===== src/rtl/kotolv2_sched_pkg.sv =====
// Shared types and defaults for the edge event scheduler: FSM state
// encoding, parameter defaults and the grant index width.
package kotolv2_sched_pkg;

   localparam int N_REQ_DEF       = 4;
   localparam int DEAD_CYCLES_DEF = 8;
   localparam int GID_W           = 3;
   localparam int DROP_W          = 8;

   typedef enum logic [1:0] {
      ST_IDLE  = 2'd0,
      ST_GRANT = 2'd1,
      ST_DEAD  = 2'd2
   } sched_state_e;

endpackage


===== src/rtl/edge_sync_fall.sv =====
// Two-flop synchronizer followed by a registered falling-edge detector.
// The strobe is one cycle wide and appears three cycles after the input falls.
module edge_sync_fall (
   input  logic clock,
   input  logic reset_n,
   input  logic async_i,
   output logic strobe_o
);

   logic meta_q;
   logic sync_q;
   logic prev_q;
   logic strobe_q;

   // The history flop resets low, so a line already low at release never
   // looks like a falling edge.
   // NOTE: sequential state uses non-blocking assignments so every flop
   // samples the pre-edge value of its neighbour.
   always_ff @(posedge clock or negedge reset_n) begin
      if (!reset_n) begin
         meta_q   <= 1'b0;
         sync_q   <= 1'b0;
         prev_q   <= 1'b0;
         strobe_q <= 1'b0;
      end else begin
         meta_q   <= async_i;
         sync_q   <= meta_q;
         prev_q   <= sync_q;
         strobe_q <= prev_q & ~sync_q;
      end
   end

   assign strobe_o = strobe_q;

endmodule


===== src/rtl/edge_event_scheduler.sv =====
// Collects falling-edge events from asynchronous request lines and offers
// them one at a time as round-robin grants separated by a dead time.
module edge_event_scheduler
   import kotolv2_sched_pkg::*;
#(
   parameter int N_REQ       = N_REQ_DEF,
   parameter int DEAD_CYCLES = DEAD_CYCLES_DEF
) (
   input  logic                clock,
   input  logic                reset_n,
   input  logic [N_REQ-1:0]    req_signal,
   output logic                grant_valid,
   output logic [GID_W-1:0]    grant_id,
   input  logic                grant_ready,
   output logic [N_REQ-1:0]    pending,
   output logic [N_REQ-1:0]    overflow,
   output logic [DROP_W-1:0]   drop_count,
   input  logic                clear_status
);

   sched_state_e        state_q, state_d;
   logic [GID_W-1:0]    gid_q, gid_d;
   logic [GID_W-1:0]    last_q, last_d;
   logic [7:0]          dead_q, dead_d;
   logic [N_REQ-1:0]    pending_q, pending_d;
   logic [N_REQ-1:0]    overflow_q, overflow_d;
   logic [DROP_W-1:0]   drop_q, drop_d;

   logic [N_REQ-1:0]    strobe;
   logic [N_REQ-1:0]    clr_mask;
   logic [N_REQ-1:0]    drop;
   logic                accept;
   logic [GID_W-1:0]    win_hi, win_lo, winner;
   logic                hit_hi;
   logic [DROP_W:0]     drop_sum;

   for (genvar g = 0; g < N_REQ; g++) begin : g_sync
      edge_sync_fall u_sync (
         .clock    (clock),
         .reset_n  (reset_n),
         .async_i  (req_signal[g]),
         .strobe_o (strobe[g])
      );
   end

   // Round-robin: the lowest pending index above last_q wins, otherwise the
   // lowest pending index overall (the wrapped half of the search).
   // NOTE: every always_comb output gets a default first so no path can
   // leave it unassigned and infer a latch.
   always_comb begin
      win_hi = '0;
      win_lo = '0;
      hit_hi = 1'b0;
      for (int i = N_REQ - 1; i >= 0; i--) begin
         if (pending_q[i]) begin
            win_lo = GID_W'(i);
            if (GID_W'(i) > last_q) begin
               win_hi = GID_W'(i);
               hit_hi = 1'b1;
            end
         end
      end
      winner = hit_hi ? win_hi : win_lo;
   end

   always_comb begin
      state_d = state_q;
      gid_d   = gid_q;
      last_d  = last_q;
      dead_d  = dead_q;
      accept  = 1'b0;
      case (state_q)
         ST_IDLE: begin
            if (|pending_q) begin
               gid_d   = winner;
               state_d = ST_GRANT;
            end
         end
         ST_GRANT: begin
            if (grant_ready) begin
               accept  = 1'b1;
               last_d  = gid_q;
               dead_d  = 8'(DEAD_CYCLES);
               state_d = ST_DEAD;
            end
         end
         ST_DEAD: begin
            if (dead_q <= 8'd1) begin
               dead_d  = 8'd0;
               state_d = ST_IDLE;
            end else begin
               dead_d  = dead_q - 8'd1;
            end
         end
         default: state_d = ST_IDLE;
      endcase
   end

   // A new event on the channel being accepted re-arms it rather than
   // counting as a drop: set wins over clear.
   always_comb begin
      for (int i = 0; i < N_REQ; i++) begin
         clr_mask[i] = accept && (gid_q == GID_W'(i));
      end
      pending_d = (pending_q & ~clr_mask) | strobe;
      drop      = strobe & pending_q & ~clr_mask;
      drop_sum  = {1'b0, drop_q};
      for (int i = 0; i < N_REQ; i++) begin
         drop_sum = drop_sum + (DROP_W + 1)'(drop[i]);
      end
      if (clear_status) begin
         overflow_d = '0;
         drop_d     = '0;
      end else begin
         overflow_d = overflow_q | drop;
         drop_d     = drop_sum[DROP_W] ? {DROP_W{1'b1}} : drop_sum[DROP_W-1:0];
      end
   end

   always_ff @(posedge clock or negedge reset_n) begin
      if (!reset_n) begin
         state_q    <= ST_IDLE;
         gid_q      <= '0;
         last_q     <= GID_W'(N_REQ - 1);
         dead_q     <= '0;
         pending_q  <= '0;
         overflow_q <= '0;
         drop_q     <= '0;
      end else begin
         state_q    <= state_d;
         gid_q      <= gid_d;
         last_q     <= last_d;
         dead_q     <= dead_d;
         pending_q  <= pending_d;
         overflow_q <= overflow_d;
         drop_q     <= drop_d;
      end
   end

   assign grant_valid = (state_q == ST_GRANT);
   assign grant_id    = grant_valid ? gid_q : '0;
   assign pending     = pending_q;
   assign overflow    = overflow_q;
   assign drop_count  = drop_q;

endmodule


===== config.mk =====
export PLATFORM = sky130hd
export DESIGN_NAME = edge_event_scheduler
export DESIGN_NICKNAME = d
export VERILOG_FILES = /design/src/rtl/kotolv2_sched_pkg.sv /design/src/rtl/edge_sync_fall.sv /design/src/rtl/edge_event_scheduler.sv
export SDC_FILE = /design/constraint.sdc
export NUM_CORES = 1
export LEC_CHECK = 0
export CAP_MARGIN = 15
export CORE_MARGIN = 5
export CORE_UTILIZATION = 50
export DETAILED_ROUTE_END_ITERATION = 10
export PLACE_DENSITY = 0.81
export SYNTH_ARGS = -nofsm -noshare
export SYNTH_HDL_FRONTEND = slang
export SYNTH_HIERARCHICAL = 1
export SYNTH_SLANG_ARGS = --single-unit
export TNS_END_PERCENT = 10

===== constraint.sdc =====
create_clock -name clock -period 3.45 [get_ports clock]
set_input_delay 0.345 -clock clock [delete_from_list [all_inputs] [get_ports clock]]
set_output_delay 0.345 -clock clock [all_outputs]
set_load 0.005 [all_outputs]

==> flow_summary.yaml <==
setup_path:
  worst-setup-path-type: "primary input to flip-flop"
  cp_max_fo: 5
  crit_top_cell: "fa_1"
  crit_path_top_delay_cell: "clkdlybuf4s50_1"
  slowest_delay_ns: 0.51
  critPathArrivalTime_ns: 3.39
  path_cells: "clkdlybuf4s50_1 > nand3b_1 > or3_1 > and3_1 > fa_1 > inv_1 > fa_1 > inv_1 > fa_1 > and4_1 > nand4_1 > a21oi_1"
  crit_required_ns: 3.67
  r2r_cells: 11
  cp-start-kind: "primary input"
  end_kind: "flip-flop"
floorplan:
  die_y_um: 74.02
  design.portCount: 28
  die_area_sq_um: 5479
  die_x_um: 74.02
  core-area_sq_um: 4000
  initial_core_util_pct: 51.24
  std_cell_rows: 23
finish:
  layout-drive-gt1-share_pct: 11.74
  diodes: 0
  fin_cells: 263
  nets: 226
  area_growth_pct: 20.15
timing:
  relSlewSlack_pct: 34.82
  fmax_mhz: 314.8
  rsz0062_at_grt: "no"
  maxSlewViolCount: 0
  period_share_pct: 92.08
  finClkSkew_ns: 0.009862
  hold-worst-slack_ns: 0.2061
  hold_violations: 0
  setup_viol: 0
  min_period_ns: 3.177
  tightestPinTransition_ns: 0.9776
global_route:
  grt_use_total_pct: 15.10
  grt_max_degree: 47
  gr-total-overflow: 0
  grt_pass1_vias: 1379
  grt_antenna_before_repair: 0
  grt_pass1_wl_um: 6175
pwr:
  ir_worst_vdd_mv: 0.3150
  p_total_mw: 1.767
  p_leak_nw: 1.104
  power_density_nw_per_um2: 717.4
clock_network:
  clockBufferDepth: 2
  postCtsResizedCells: 0
  h-tree-depth: 2
  cts_sinks: 46
  clockRootBuffer: "clkbuf_8"
  cts_inserted_buffers: 5
  cts_hold_buf: 0
  cts_tree: "yes"
  clkTransAtPathRegs_ns: 0.09
  post-cts-setup-buffer-count: 0
  clk_latency_ns: 0.30
detailed_routing:
  wl_per_cell_um: 13.92
  avgViaCountPerCell: 5.460
  drt_iter0_drc: 82
  routed-via-count: 1436
  met1Wirelength_um: 1664
  met3_length_um: 193
  antenna_left: 0
  met2_length_um: 1739
  top_layer_used: "met4"
  first_pass_iters: 4
  drc: 0
  routed_wl_um: 3662
yosys:
  synth_cell_type_count: 49
  syn_avg_cell_area_sq_um: 11.45
  yosysSeqAreaShare_pct: 56.29
  syn_nets: 193
  yosys_warnings: 6
  netlist_area_sq_um: 2049
  ys_dominant_reg_cell: "dfrtp_1"
  synth_seq_cells: 46
  netlist_instances: 179
  synth_edf_count: 0
  synthArstFlopShare_pct: 100.0
place:
  io_buffers: 26
  gp_congestion: 0.7857
  place_inst: 255
  post-dp-hpwl_um: 2554
hold_path:
  hp-class: "primary input to async pin"
outcome:
  status: "finished clean"
flow_run:
  drv_cap: 0
per-stage QoR:
step / setup TNS, ns / util (%) / setup WS (ns) / cell area, sq um
after floorplan: 0 / - / 0.4620 / 2049
after global placement: 0 / 59.18 / 0.06206 / 2367
after detailed placement: -0.05681 / 59.18 / -0.02227 / 2367
after CTS: 0 / 61.56 / 0.2989 / 2462
after global routing: 0 / 61.56 / 0.1276 / 2462
final: 0 / 61.56 / 0.2732 / 2462
cells in the mapped netlist (2+ instances only):
library cell	n	area share (%)
a21o_1	4	1.5
a21oi_1	12	2.9
a31oi_1	2	0.61
and2_1	2	0.61
and3_1	2	0.61
dfrtp_1	44	54
dfstp_2	2	2.6
fa_1	3	2.9
ha_1	3	1.8
inv_1	12	2.2
mux2i_1	2	0.98
nand2_1	14	2.6
nand2b_1	3	0.92
nand3_1	2	0.49
nand4_1	3	0.92
nor2_1	9	1.6
nor2b_1	3	0.92
nor2b_4	4	2.7
nor3_1	7	1.7
o211ai_1	2	0.73
o21ai_0	12	2.9
o41ai_1	2	0.85
or3_1	2	0.61
xnor2_1	2	0.85
xor2_1	2	0.85
worst max-delay path: cells and delay by family:
kind                     cells  cell delay [ns]
AND/OR/NAND/NOR              5             1.11
adder cells (fa/ha/maj)      3             1.07
buffers and inverters        3             0.64
AO/OA/AOI/OAI                1             0.22
layer usage:
| layer | vias to the layer above | track usage, % |
|---|---|---|
| li1 | 696 | - |
| met1 | 704 | 18.06 |
| met2 | 31 | 24.61 |
| met3 | 5 | 5.000 |
| met4 | 0 | 7.243 |
| met5 | - | 0 |
state kept, by name, summed over array words and instances (netlist names):
name	count
dead_q	8
pending	4
drop_count	8
last_q	2
g_sync.u_sync/prev_q	4
g_sync.u_sync/sync_q	4
overflow	4
g_sync.u_sync/strobe_o	4
g_sync.u_sync/meta_q	4
gid_q	2
state_q	2
cells by family after synthesis:
group                      share of synthesized area, %
AOI/OAI and AO/OA                                 15.14
other                                            0.1830
buffers and inverters                             3.296
muxes                                             1.526
adders and majority gates                         4.762
DFF                                               56.29
xor gates and xnor gates                          1.710
and+or+nand+nor                                   17.09
report_power, final:
group	switching, mW	total, mW	internal (mW)
combinational	0.277	0.607	0.330
sequential	0.164	0.826	0.662
clock	0.173	0.334	0.161
worst paths after layout:
check                           slack [ns]                               from                                 to
worst max-delay path                  0.27                        grant_ready            drop_count[2]$_DFF_PN0_
worst max register to register        0.34             state_q[1]$_DFFE_PN0P_            drop_count[2]$_DFF_PN0_
worst min-delay path                  0.21                            reset_n              dead_q[3]$_DFFE_PN0P_
min in group clock                    0.35  g_sync[1].u_sync/meta_q$_DFF_PN0_  g_sync[1].u_sync/sync_q$_DFF_PN0_
max in group asynchronous             2.64                            reset_n               pending[2]$_DFF_PN0_
worst min register to register        0.35  g_sync[1].u_sync/meta_q$_DFF_PN0_  g_sync[1].u_sync/sync_q$_DFF_PN0_
cells in the final DEF, fill, tap and decap left out, types with 4 or more instances in the layout:
cell	Yosys	layout
dfrtp_1	44	44
clkdlybuf4s50_1	0	25
nand2_1	14	14
inv_1	12	12
a21oi_1	12	12
o21ai_0	12	12
nor2_1	9	9
nor3_1	7	7
clkbuf_8	0	6
a21o_1	4	4
nor2b_4	4	4
cell type report:
| class | count | area [sq um] |
|---|---|---|
| Inverter | 12 | 45.04 |
| Clock inverter | 2 | 12.51 |
| Clock buffer | 6 | 82.58 |
| Multi-Input combinational cell | 118 | 828.3 |
| Timing Repair Buffer | 29 | 277.8 |
| Sequential cell | 46 | 1154 |
| Tap cell | 50 | 62.56 |
| Fill cell | 324 | 1538 |
No activity file was read; power rests on OpenSTA's default activity.
==> RTL change 1: new RTL, config.mk and constraints unchanged <==
Encoding of `sched_state_e`: now one-hot (3 bits for 3 states).
--- a/src/rtl/kotolv2_sched_pkg.sv
+++ b/src/rtl/kotolv2_sched_pkg.sv
@@ -7,10 +7,10 @@
    localparam int GID_W           = 3;
    localparam int DROP_W          = 8;
 
-   typedef enum logic [1:0] {
-      ST_IDLE  = 2'd0,
-      ST_GRANT = 2'd1,
-      ST_DEAD  = 2'd2
+   typedef enum logic [2:0] {
+      ST_IDLE  = 3'b001,
+      ST_GRANT = 3'b010,
+      ST_DEAD  = 3'b100
    } sched_state_e;
 
 endpackage
Formal check against the unedited RTL: no difference found for any inputs over 10 cycles, from zero or initial values and one cycle with reset_n low; not proved beyond that.
==> RTL change 1 against the unedited design <==
Via count grew 3.8%; sequential cell count grew 1; area after synthesis grew 2.4%; combinational power shrank 6.8%; worst setup slack lost 0.13 ns; routed wire length grew 5.9%; power grew 1.5%; largest cell class unchanged; die area grew 2.1%; critical path type unchanged; sequential share of layout area shrank 1.1 points; maximum frequency shrank 3.8%; register-to-register slack lost 0.15 ns; design area grew 5.0%; non-clock buffer count grew 6.
==> RTL change 1: results (changes against the unedited design) <==
- Met2 routed WL: 1.862 mm (was 1.739 mm)
- Layout Cells excl Fill: 274 (was 263)
- Status: finished clean (unchanged)
- Top cells by area, synth: dfrtp_1 52%, dfstp_2 3.8%, a21oi_1 3.1% (was dfrtp_1 54%, a21oi_1 2.9%, fa_1 2.9%)
- Multi-input gates: 123 (was 118)
- Placed Area: 2427 µm² (was 2367 µm²)
- Share of cells above drive strength 1: 14.29% (was 11.74%)
- HP Class: reg2reg (was in2async)
- Critical Path AT: 3.52 ns (was 3.39 ns)
- Synthesized instance count: 186 (was 179)
- Met1 wire length: 1.750 mm (was 1.664 mm)
- Global-route met3 utilization: 4.406% (was 5.000%)
- Final setup margin: 0.1470 ns (was 0.2732 ns)
- Area occupied by multi-input gates: 855.8 µm² (was 828.3 µm²)
- Placement Setup Slack: -0.1819 ns (was -0.02227 ns)
- Seq Cell Count: 47 (was 46)
- Fillers: 331 (was 324)
- GP Congestion: 0.8118 (was 0.7857)
- Largest net degree at the start of global routing: 48 (was 47)
- Non-clock buffer share: 13.06% (was 11.28%)
- VDD IR max: 489.5 µV (was 315.0 µV)
- Tot GR Track Use: 15.95% (was 15.10%)
- Leakage power: 1.131 nW (was 1.104 nW)
- Non-clk bufs: 35 (was 29)
- Nets: 237 (was 226)
RTL change 1: cell count changes after synthesis, moves of 3 or more:
cell and change:
nand2_1 -4, nor3_1 -5, nand4_1 -3, nand3b_1 +4
o21ai_0 -4, and3_1 +3, nor2_1 +4, a31oi_1 +3
a21o_1 +3, nand3_1 +5
RTL change 1: timing repair:
action	4_1_cts	5_1_grt
hold buffers	0	1
endpoints found under the hold margin	0	7
setup buffers	0	1
endpoints found under the setup margin	0	7
resized for setup	0	5
RTL change 1: kinds of logic after synthesis:
group           Yosys count  share of synthesized area, %
flops                    47                         56.23
simple gates             66                         19.26
fa+ha+maj                 6                         4.651
compound gates           44                         13.42
mux                       2                         1.014
xor+xnor                  4                         1.670
buf+inv                  16                         3.578
other cells               1                        0.1787
RTL change 1: path summary, 6_finish.rpt:
| kind | startpoint | to | depth (start not counted) |
|---|---|---|---|
| min in group asynchronous | reset_n | dead_q[2]$_DFFE_PN0P_ | 2 |
| worst max register to register | state_q[2]$_DFFE_PN0P_ | drop_count[1]$_DFF_PN0_ | 12 |
| worst min register to register | g_sync[1].u_sync/meta_q$_DFF_PN0_ | g_sync[1].u_sync/sync_q$_DFF_PN0_ | 0 |
| worst min-delay path | g_sync[1].u_sync/meta_q$_DFF_PN0_ | g_sync[1].u_sync/sync_q$_DFF_PN0_ | 0 |
| max in group asynchronous | reset_n | dead_q[3]$_DFFE_PN0P_ | 3 |
| worst max-delay path | grant_ready | drop_count[1]$_DFF_PN0_ | 13 |
RTL change 1: report_power, final:
group          switching [mW]  total (mW)  leakage [nW]  internal (mW)
Clock                   0.175       0.392        0.0524          0.217
Combinational           0.258       0.566         0.505          0.308
Sequential              0.151       0.836         0.573          0.685
==> RTL change 2: new RTL, same flow settings <==
Made on the original files. The package constant `N_REQ_DEF` goes from 4 to 2.
--- a/src/rtl/kotolv2_sched_pkg.sv
+++ b/src/rtl/kotolv2_sched_pkg.sv
@@ -2,7 +2,7 @@
 // encoding, parameter defaults and the grant index width.
 package kotolv2_sched_pkg;
 
-   localparam int N_REQ_DEF       = 4;
+   localparam int N_REQ_DEF       = 2;
    localparam int DEAD_CYCLES_DEF = 8;
    localparam int GID_W           = 3;
    localparam int DROP_W          = 8;
Interface: changed (resized overflow, pending and req_signal); port bits go from 28 to 22. The function was not compared with the original's and may differ.
==> RTL change 2 against the unedited design <==
Maximum frequency up 19%; sequential cell count down 14; area after synthesis down 31%; clock skew down 0.0024 ns; worst setup slack better by 0.50 ns; design area down 31%; routed wire length down 26%; critical path type is now reg2reg; via count down 28%; power down 32%.
==> RTL change 2: results (changes against the unedited design) <==
- Fin area: 1690 µm² (was 2462 µm²)
- Critical Path AT: 2.92 ns (was 3.39 ns)
- Max incr delay on CP: 0.48 ns (was 0.51 ns)
- GRT met1 Usage: 18.30% (was 18.06%)
- Post-synth ARST share: 100.0% (unchanged)
- DRC: 0 (unchanged)
- Antenna violations before repair: 0 (unchanged)
- HP Class: reg2reg (was in2async)
- Top Family by Delay on Critical Path: simple AND/OR/NAND/NOR gates (unchanged)
- Final HPWL DP: 1.944 mm (was 2.554 mm)
- Count of cell types in the netlist: 40 (was 49)
- VDD IR max: 500.3 µV (was 315.0 µV)
- Slowest cell on the critical path: dfrtp_1 (was clkdlybuf4s50_1)
- # diodes: 0 (unchanged)
- Top cells by area, synth: dfrtp_1 55%, nand2_1 4.5%, a21oi_1 2.8% (was dfrtp_1 54%, a21oi_1 2.9%, fa_1 2.9%)
- Combinational power: 0.406 mW (was 0.607 mW)
- Switching share of power: 35.59% (was 34.76%)
- Placed Area: 1629 µm² (was 2367 µm²)
- Largest net degree at the start of global routing: 33 (was 47)
- TritonCTS Buffers: 5 (unchanged)
- Number of buffers added on ports: 19 (was 26)
- Clk slew on worst S/H paths: 0.10 ns
- Worst skew pair latency: 0.34 ns (was 0.30 ns)
- Met1 wire length: 1.190 mm (was 1.664 mm)
- Nets: 162 (was 226)
- GP Congestion: 0.8403 (was 0.7857)
- Met2 routed WL: 1.298 mm (was 1.739 mm)
- Sequential Power Share: 47.8% (was 46.7%)
- Part of the Yosys area used for sequential elements: 56.68% (was 56.29%)
- Layout Skew: 0.007444 ns (was 0.009862 ns)
- Setup Buffers After CTS: 0 (unchanged)
- First-pass GRT wire length: 4.885 mm (was 6.175 mm)
- Status: finished clean (unchanged)
- Max Used Layer: met4 (unchanged)
- Leakage power: 0.7537 nW (was 1.104 nW)
- CP startpoint: state_q[0]$_DFFE_PN0P_ (was grant_ready)
- Met2 Use GR: 25.51% (was 24.61%)
- PostCTS Resize Cnt: 0 (unchanged)
- Clock tree buffer depth: 2 (unchanged)
- Clk root buf: clkbuf_4 (was clkbuf_8)
- Most frequent cells after synthesis: 31 x dfrtp_1, 17 x nand2_1, 9 x nor2_1 (was 44 x dfrtp_1, 14 x nand2_1, 12 x a21oi_1, 12 x inv_1, 12 x o21ai_0)
- Yosys warns: 6 (unchanged)
- Share of cells above drive strength 1: 10.39% (was 11.74%)
- Worst-path maximum fanout: 9 (was 5)
- Hold wc startpoint: g_sync[1].u_sync/meta_q$_DFF_PN0_
- Fillers: 231 (was 324)
- Global-route met3 utilization: 6.039% (was 5.000%)
- Vias in the first global route: 1103 (was 1379)
- Final WL: 2.708 mm (was 3.662 mm)
- Max_slew headroom: 66.05% (was 34.82%)
- Met3 WL: 150 µm (was 193 µm)
- Tot GR Track Use: 15.81% (was 15.10%)
- Depth of the CTS H-tree: 2 (unchanged)
- DRT Pass-1 Iters: 5 (was 4)
- Via count: 1036 (was 1436)
- DRT iter0 DRCs: 72 (was 82)
RTL change 2: cell count changes in the layout (fill, tap and decap cells not counted), sizes merged, moves of 3 or more:
cell,before,now
buf,4,1
nor2b,7,3
o21ai,12,7
dfrtp,44,31
nand2,14,17
a21oi,12,8
nand4,3,0
inv,12,4
clkdlybuf4s50,25,19
RTL change 2: metrics by stage:
stage	setup WS (ns)	power, mW	instances
after floorplan	1.057	0.8327	130
after global placement	0.7464	0.9701	177
after detailed placement	0.6633	0.9913	177
after CTS	0.7818	1.221	185
after global routing	0.5105	1.304	185
final	0.7697	1.205	185
RTL change 2: final cells by class:
| type | count | area share (%) |
|---|---|---|
| sequential | 32 | 47.45 |
| multi-input combinational | 90 | 34.05 |
| timing repair buffer | 20 | 11.70 |
| clock buffer | 6 | 3.035 |
| tap | 31 | 2.295 |
| inverter | 4 | 0.8882 |
| clock inverter | 2 | 0.5922 |
RTL change 2: path summary, 6_finish.rpt:
check / endpoint / slack, ns / depth (start not counted)
hold / removal: g_sync[1].u_sync/sync_q$_DFF_PN0_ / 0.35 / 0
setup / recovery: drop_count[6]$_DFF_PN0_ / 0.77 / 9
max in group asynchronous: last_q[0]$_DFFE_PN1N_ / 2.74 / 2
setup reg to reg: drop_count[6]$_DFF_PN0_ / 0.77 / 9
min in group asynchronous: state_q[0]$_DFFE_PN0P_ / 0.39 / 2
hold reg to reg: g_sync[1].u_sync/sync_q$_DFF_PN0_ / 0.35 / 0
RTL change 2: logic make-up (layout without fill, tap and decap cells):
kind of cell	Yosys count	after routing	synth area share (%)
and+or+nand+nor	53	53	20.60
DFF	32	32	56.68
AOI/OAI and AO/OA	28	28	13.79
buffers and inverters	8	32	2.917
adders and majority gates	3	3	3.183
xor gates and xnor gates	3	3	1.857
other	1	2	0.2650
muxes	1	1	0.7074
